--- src/rtl/i2c_pkg.sv ---
// Shared I2C target definitions: FSM state encoding used by the register-bank
// target and the single-register target.
package i2c_pkg;

    typedef enum logic [2:0] {
        ST_IDLE    = 3'd0,
        ST_ADDRESS = 3'd1,
        ST_ACK     = 3'd2,
        ST_WRITE_1 = 3'd3,
        ST_WRITE_2 = 3'd4,
        ST_READ_1  = 3'd5,
        ST_READ_2  = 3'd6,
        ST_READ_3  = 3'd7
    } i2c_state_e;

endpackage

--- src/rtl/i2c_line_filter.sv ---
// Glitch filter for one I2C line: the level moves only after FILTER_LEN equal
// samples, and rise/fall pulse for one cycle when the filtered level changes.
module i2c_line_filter #(
    parameter int FILTER_LEN = 4
) (
    input  logic clk,
    input  logic rst,
    input  logic din,
    output logic level,
    output logic rise,
    output logic fall
);

    logic [FILTER_LEN-1:0] sh_q, sh_d;
    logic                  level_q, level_d;
    logic                  prev_q;

    always_comb begin
        sh_d    = {sh_q[FILTER_LEN-2:0], din};
        level_d = level_q;
        if (&sh_q) begin
            level_d = 1'b1;
        end else if (~|sh_q) begin
            level_d = 1'b0;
        end
    end

    always_ff @(posedge clk or posedge rst) begin
        if (rst) begin
            sh_q    <= '0;
            level_q <= 1'b0;
            prev_q  <= 1'b0;
        end else begin
            sh_q    <= sh_d;
            level_q <= level_d;
            prev_q  <= level_q;
        end
    end

    assign level = level_q;
    assign rise  = level_q & ~prev_q;
    assign fall  = ~level_q & prev_q;

endmodule

--- src/rtl/i2c_reg_bank.sv ---
// I2C target with a bank of 8-bit registers behind one device address and an
// auto-incrementing register pointer; local logic may also load registers.
module i2c_reg_bank
    import i2c_pkg::*;
#(
    parameter int         FILTER_LEN = 4,
    parameter logic [6:0] DEV_ADDR   = 7'h70,
    parameter int         PTR_W      = 2,
    localparam int        NUM_REGS   = 2 ** PTR_W
) (
    input  logic                  clk,
    input  logic                  rst,
    input  logic                  scl_i,
    output logic                  scl_o,
    output logic                  scl_t,
    input  logic                  sda_i,
    output logic                  sda_o,
    output logic                  sda_t,
    input  logic [8*NUM_REGS-1:0] data_in,
    input  logic [NUM_REGS-1:0]   data_latch,
    output logic [8*NUM_REGS-1:0] data_out,
    output logic [NUM_REGS-1:0]   wr_strobe,
    output logic [PTR_W-1:0]      ptr_out,
    output logic                  busy
);

    logic scl_lvl, scl_rise, scl_fall;
    logic sda_lvl, sda_rise, sda_fall;

    i2c_line_filter #(.FILTER_LEN(FILTER_LEN)) u_scl_filt (
        .clk(clk), .rst(rst), .din(scl_i), .level(scl_lvl), .rise(scl_rise), .fall(scl_fall)
    );
    i2c_line_filter #(.FILTER_LEN(FILTER_LEN)) u_sda_filt (
        .clk(clk), .rst(rst), .din(sda_i), .level(sda_lvl), .rise(sda_rise), .fall(sda_fall)
    );

    i2c_state_e                   state_q, state_d;
    logic [2:0]                   bit_cnt_q, bit_cnt_d;
    logic [7:0]                   shift_q, shift_d;
    logic                         rw_q, rw_d;
    logic                         ptr_pend_q, ptr_pend_d;
    logic [PTR_W-1:0]             ptr_q, ptr_d;
    logic [NUM_REGS-1:0][7:0]     regs_q, regs_d;
    logic [NUM_REGS-1:0]          wr_strobe_q, wr_strobe_d;
    logic                         busy_q, busy_d;
    logic                         sda_o_q, sda_o_d;
    logic [7:0]                   new_byte;
    logic                         start_det, stop_det;

    assign start_det = sda_fall & scl_lvl;
    assign stop_det  = sda_rise & scl_lvl;
    assign new_byte  = {shift_q[6:0], sda_lvl};

    always_comb begin
        state_d     = state_q;
        bit_cnt_d   = bit_cnt_q;
        shift_d     = shift_q;
        rw_d        = rw_q;
        ptr_pend_d  = ptr_pend_q;
        ptr_d       = ptr_q;
        busy_d      = busy_q;
        sda_o_d     = sda_o_q;
        wr_strobe_d = '0;
        for (int k = 0; k < NUM_REGS; k++) begin
            regs_d[k] = data_latch[k] ? data_in[8*k +: 8] : regs_q[k];
        end

        // START/STOP override whatever byte is in flight; the pointer survives both
        if (start_det) begin
            state_d   = ST_ADDRESS;
            bit_cnt_d = 3'd0;
            sda_o_d   = 1'b1;
        end else if (stop_det) begin
            state_d = ST_IDLE;
            sda_o_d = 1'b1;
            busy_d  = 1'b0;
        end else begin
            case (state_q)
                ST_IDLE: begin
                end
                ST_ADDRESS: begin
                    if (scl_rise) begin
                        shift_d   = new_byte;
                        bit_cnt_d = bit_cnt_q + 3'd1;
                        if (bit_cnt_q == 3'd7) begin
                            if (new_byte[7:1] == DEV_ADDR) begin
                                state_d    = ST_ACK;
                                busy_d     = 1'b1;
                                rw_d       = new_byte[0];
                                ptr_pend_d = ~new_byte[0];
                            end else begin
                                state_d = ST_IDLE;
                                busy_d  = 1'b0;
                            end
                        end
                    end
                end
                ST_ACK: begin
                    if (scl_fall) begin
                        sda_o_d   = 1'b0;
                        bit_cnt_d = 3'd0;
                        if (rw_q) begin
                            state_d = ST_READ_1;
                            shift_d = regs_q[ptr_q];
                        end else begin
                            state_d = ST_WRITE_1;
                        end
                    end
                end
                ST_WRITE_1: begin
                    if (scl_fall) begin
                        sda_o_d   = 1'b1;
                        bit_cnt_d = 3'd0;
                        state_d   = ST_WRITE_2;
                    end
                end
                ST_WRITE_2: begin
                    if (scl_rise) begin
                        shift_d   = new_byte;
                        bit_cnt_d = bit_cnt_q + 3'd1;
                        if (bit_cnt_q == 3'd7) begin
                            state_d = ST_ACK;
                            // First byte of a write selects the register
                            if (ptr_pend_q) begin
                                ptr_d      = new_byte[PTR_W-1:0];
                                ptr_pend_d = 1'b0;
                            end else begin
                                regs_d[ptr_q]      = new_byte;
                                wr_strobe_d[ptr_q] = 1'b1;
                                ptr_d              = ptr_q + 1'b1;
                            end
                        end
                    end
                end
                ST_READ_1: begin
                    if (scl_fall) begin
                        sda_o_d   = shift_q[7];
                        shift_d   = {shift_q[6:0], 1'b0};
                        bit_cnt_d = bit_cnt_q + 3'd1;
                        if (bit_cnt_q == 3'd7) begin
                            state_d = ST_READ_2;
                            ptr_d   = ptr_q + 1'b1;
                        end
                    end
                end
                ST_READ_2: begin
                    if (scl_fall) begin
                        sda_o_d = 1'b1;
                        state_d = ST_READ_3;
                    end
                end
                ST_READ_3: begin
                    if (scl_rise) begin
                        if (!sda_lvl) begin
                            shift_d   = regs_q[ptr_q];
                            bit_cnt_d = 3'd0;
                            state_d   = ST_READ_1;
                        end else begin
                            state_d = ST_IDLE;
                        end
                    end
                end
                default: begin
                    state_d = ST_IDLE;
                    sda_o_d = 1'b1;
                end
            endcase
        end
    end

    always_ff @(posedge clk or posedge rst) begin
        if (rst) begin
            state_q     <= ST_IDLE;
            bit_cnt_q   <= 3'd0;
            shift_q     <= 8'd0;
            rw_q        <= 1'b0;
            ptr_pend_q  <= 1'b0;
            ptr_q       <= '0;
            regs_q      <= '0;
            wr_strobe_q <= '0;
            busy_q      <= 1'b0;
            sda_o_q     <= 1'b1;
        end else begin
            state_q     <= state_d;
            bit_cnt_q   <= bit_cnt_d;
            shift_q     <= shift_d;
            rw_q        <= rw_d;
            ptr_pend_q  <= ptr_pend_d;
            ptr_q       <= ptr_d;
            regs_q      <= regs_d;
            wr_strobe_q <= wr_strobe_d;
            busy_q      <= busy_d;
            sda_o_q     <= sda_o_d;
        end
    end

    assign scl_o     = 1'b1;
    assign scl_t     = 1'b1;
    assign sda_o     = sda_o_q;
    assign sda_t     = sda_o_q;
    assign data_out  = regs_q;
    assign wr_strobe = wr_strobe_q;
    assign ptr_out   = ptr_q;
    assign busy      = busy_q;

endmodule

--- config.mk ---
export PLATFORM = sky130hd
export DESIGN_NAME = i2c_reg_bank
export DESIGN_NICKNAME = d
export VERILOG_FILES = /design/src/rtl/i2c_pkg.sv /design/src/rtl/i2c_line_filter.sv /design/src/rtl/i2c_reg_bank.sv
export SDC_FILE = /design/constraint.sdc
export NUM_CORES = 1
export LEC_CHECK = 0
export ABC_AREA = 1
export ABC_CLOCK_PERIOD_IN_PS = 3800
export CORE_AREA = 10 10 81 153
export DETAILED_ROUTE_END_ITERATION = 7
export DIE_AREA = 0 0 91 163
export PLACE_DENSITY = 0.68
export REMOVE_ABC_BUFFERS = 1
export SETUP_SLACK_MARGIN = 0.02
export SLEW_MARGIN = 10
export SYNTH_ARGS = -nofsm -noshare
export SYNTH_HDL_FRONTEND = slang
export SYNTH_SLANG_ARGS = --single-unit
--- constraint.sdc ---
create_clock -name clk -period 3.8 [get_ports clk]
set_input_delay 0.76 -clock clk [delete_from_list [all_inputs] [get_ports clk]]
set_output_delay 0.76 -clock clk [all_outputs]
set_load 0.01 [all_outputs]
==> summary.txt <==
STA
  • Setup TNS: 0 ps
  • Slew margin rel.: 0.571
  • Peak Freq: roughly 430 MHz
  • Post-Route Skew: approximately 5.4 ps
  • Final Slew Violations: 0
  • Fin. Hold Viols: 0
  • RSZ-0062 raised after global routing: false
  • Setup WS post-layout: ~1500 ps
  • Worst Max-Slew Pin Slew: 642 ps
  • Setup violators final: 0
  • Period utilisation layout: 0.609
  • Fin crit period: between 2000 and 2500 ps

Setup path
  • CP Data Arrival Time: around 1600 ps
  • CP endpoint kind: output pin
  • Worst path slowest cell: clkdlybuf4s50_1
  • Critical path's largest stage delay: around 610 ps
  • Worst Path Class, Setup: flip-flop to output pin
  • WP buf/inv: 2
  • Critical path launch point type: flip-flop
  • Critical Path RT: between 3000 and 4000 ps
  • Crit path max fanout: 35
  • Critical-path cell list: buf_4 > clkdlybuf4s50_1
  • Setup slack, reg-to-reg: around 1800 ps
  • Top delay family on crit path: buffers and inverters

Placement
  • Placer Congestion: 0.915
  • Post-detail-place hpwl: about 9500 µm
  • # port buffers: 80
  • Worst slack at placement: about 1700 ps
  • Placed cell count: ~670

Yosys
  • Synth top area cells: dfrtp_1, nand2_1, o21ai_0, nand3_1, mux2i_1
  • Most used DFF post-synth: dfrtp_1
  • Simple-Gate Fraction of Synth Area: 0.279
  • Post-synthesis mux area share: 0.0409
  • Yosys top cell area share: 0.428
  • Mapped Area: about 3900 µm²
  • Compound-Gate Fraction of Synth Area: 0.142
  • Cell taking the most area after synthesis: dfrtp_1
  • Largest family of logic cells by synthesized area: simple AND/OR/NAND/NOR gates
  • Synth Area in Adders: 0.0192
  • Post-Syn Instances: 474
  • Netlist cell types: 38
  • Post-synthesis sequential area ratio: 0.435
  • XOR/XNOR Fraction of Synth Area: 0
  • Synth async-reset ratio: 1.00
  • #FFs+latches synth: 68
  • Mean Syn Cell Area: about 8.3 µm²
  • Post-synth EDFFs: 0
  • Ys Warns: 0

Route
  • Vias per cell: around 5.2
  • Post-route ant nets: 0
  • Vias: 3578
  • Wire per inst: around 17 µm
  • Routed WL: 11900 µm
  • DRC Markers: 0
  • Detailed Routing Iterations Pass 1: 5
  • DR iter-0 viols: 138

Floorplan
  • Core Area: 10000 µm²
  • Rows: 52
  • Die extent in x: between 90 and 100 µm
  • Die footprint: approximately 15000 µm²
  • Initial Utilization: 0.391
  • Ports: 83
  • Die Height: around 160 µm

CTS
  • Clock Path Buffers: 2
  • Clock-pin slew of the registers on the worst-case setup and hold paths: about 60 ps
  • Number of clock sinks: between 60 and 70
  • CTS tree: yes
  • Post_cts resized: 0
  • Total CTS buffers: 9
  • Clk_lat worst skew: about 330 ps
  • Root buffer cell: clkbuf_16
  • Hold_buf cts: 0
  • Postcts setup bufs: 0
  • H-Tree Depth: 3

GRT
  • Grt total ovfl: 0
  • First-pass GRT wire length: roughly 19000 µm
  • Vias in the first global route: between 3000 and 4000
  • Initial antenna violation count: 0
  • GRT Overall Usage: 0.160
  • Largest net degree at the start of global routing: about 40

Cells and area
  • # diodes: 0
  • Fill cells: between 900 and 1000
  • Final nets: a little under 600
  • Layout cells sized above 1: 0.121
  • Most frequent cells in the layout: nand2_1, clkdlybuf4s50_1, dfrtp_1
  • Synthesis-to-finish area growth: 30.1%
  • Final Non-Filler Cells: ~690
  • Commonest non-fill, non-tap cell in the layout: nand2_1

Outcome
  • Status: finished, final reports clean

Flow run
  • Max Cap Viol: 0

Power
  • Cell Pwr Density: 529 nW/µm²
  • VDD IR-drop max: 0.000441 V
  • Pleak: roughly 2.3 nW
  • Overall power: ~2.7 mW

Worst hold path
  • Hold Crit Class: flip-flop to flip-flop
## Yosys cell counts, types with 6 or more instances
library cell / count
a21oi_1: 20
mux2i_1: 16
dfrtp_1: 67
o21ai_1: 24
ha_1: 6
nor2_1: 16
nand2_1: 112
nand3_1: 33
inv_1: 42
o21ai_0: 47
nand4_1: 10
nand2_2: 11
o21ai_2: 9
## stage by stage
step	utilization	area, µm²	hold slack [ps]
final	0.508	5090	404
after global routing	0.508	5090	416
after CTS	0.508	5090	404
after detailed placement	0.477	4780	391
after global placement	0.477	4780	382
after floorplan	-	3780	374
## final timing paths
path,end,from,depth (start not counted)
worst max-delay path,ptr_out[0],ptr_out[0],2
worst min register to register,u_sda_filt.sh_q[3],u_sda_filt.sh_q[2],0
min in group asynchronous,data_out[16],rst,2
worst max register to register,data_out[12],ptr_out[1],8
worst min-delay path,u_sda_filt.sh_q[3],u_sda_filt.sh_q[2],0
max in group asynchronous,sda_o,rst,3
## worst register-to-register path, cell delays in order, from the launching register on
cell and delay [ps]:
dfrtp_1 570, clkinv_1 400, ha_1 310, inv_1 50
nor2_1 40, nand3_2 120, clkinv_2 230, nand2_1 150
o21ai_2 60
## area by class of cell
class                           instances  area, µm²  area share
Multi-Input combinational cell        337       1890       0.371
Sequential cell                        68       1700       0.334
Timing Repair Buffer                   82        828       0.163
Clock buffer                           10        229      0.0450
Inverter                               49        185      0.0364
Tap cell                              135        169      0.0332
Clock inverter                          6       88.8      0.0174
## routing by layer
layer	share of wire	routed length (µm)	up-vias	GRT usage
li1	-	-	1712	-
met1	0.35	4120	1684	0.150
met2	0.55	6530	138	0.295
met3	0.047	563	44	0.0351
met4	0.061	730	0	0.112
met5	0	0	-	0
## cells by family (layout without fill, tap and decap cells)
logic type | count (synthesis) | count (layout)
buffers and inverters | 70 | 147
adders and majority gates | 6 | 6
AOI/OAI and AO/OA | 103 | 103
DFF | 68 | 68
other | 1 | 2
muxes | 16 | 16
and+or+nand+nor | 210 | 210
## power breakdown
group	internal, mW	switching (mW)
logic	0.313	0.518
clock network	0.574	0.312
registers	0.823	0.154
total	1.71	0.984
## flip-flops by register name, indices dropped and copies added, names as in the netlist, 2 cells and up
register,cells
wr_strobe,4
data_out,32
u_sda_filt.sh_q,4
state_q,3
bit_cnt_q,3
shift_q,8
ptr_out,2
u_scl_filt.sh_q,4
Note: power is estimated with default switching activity, not from simulation.
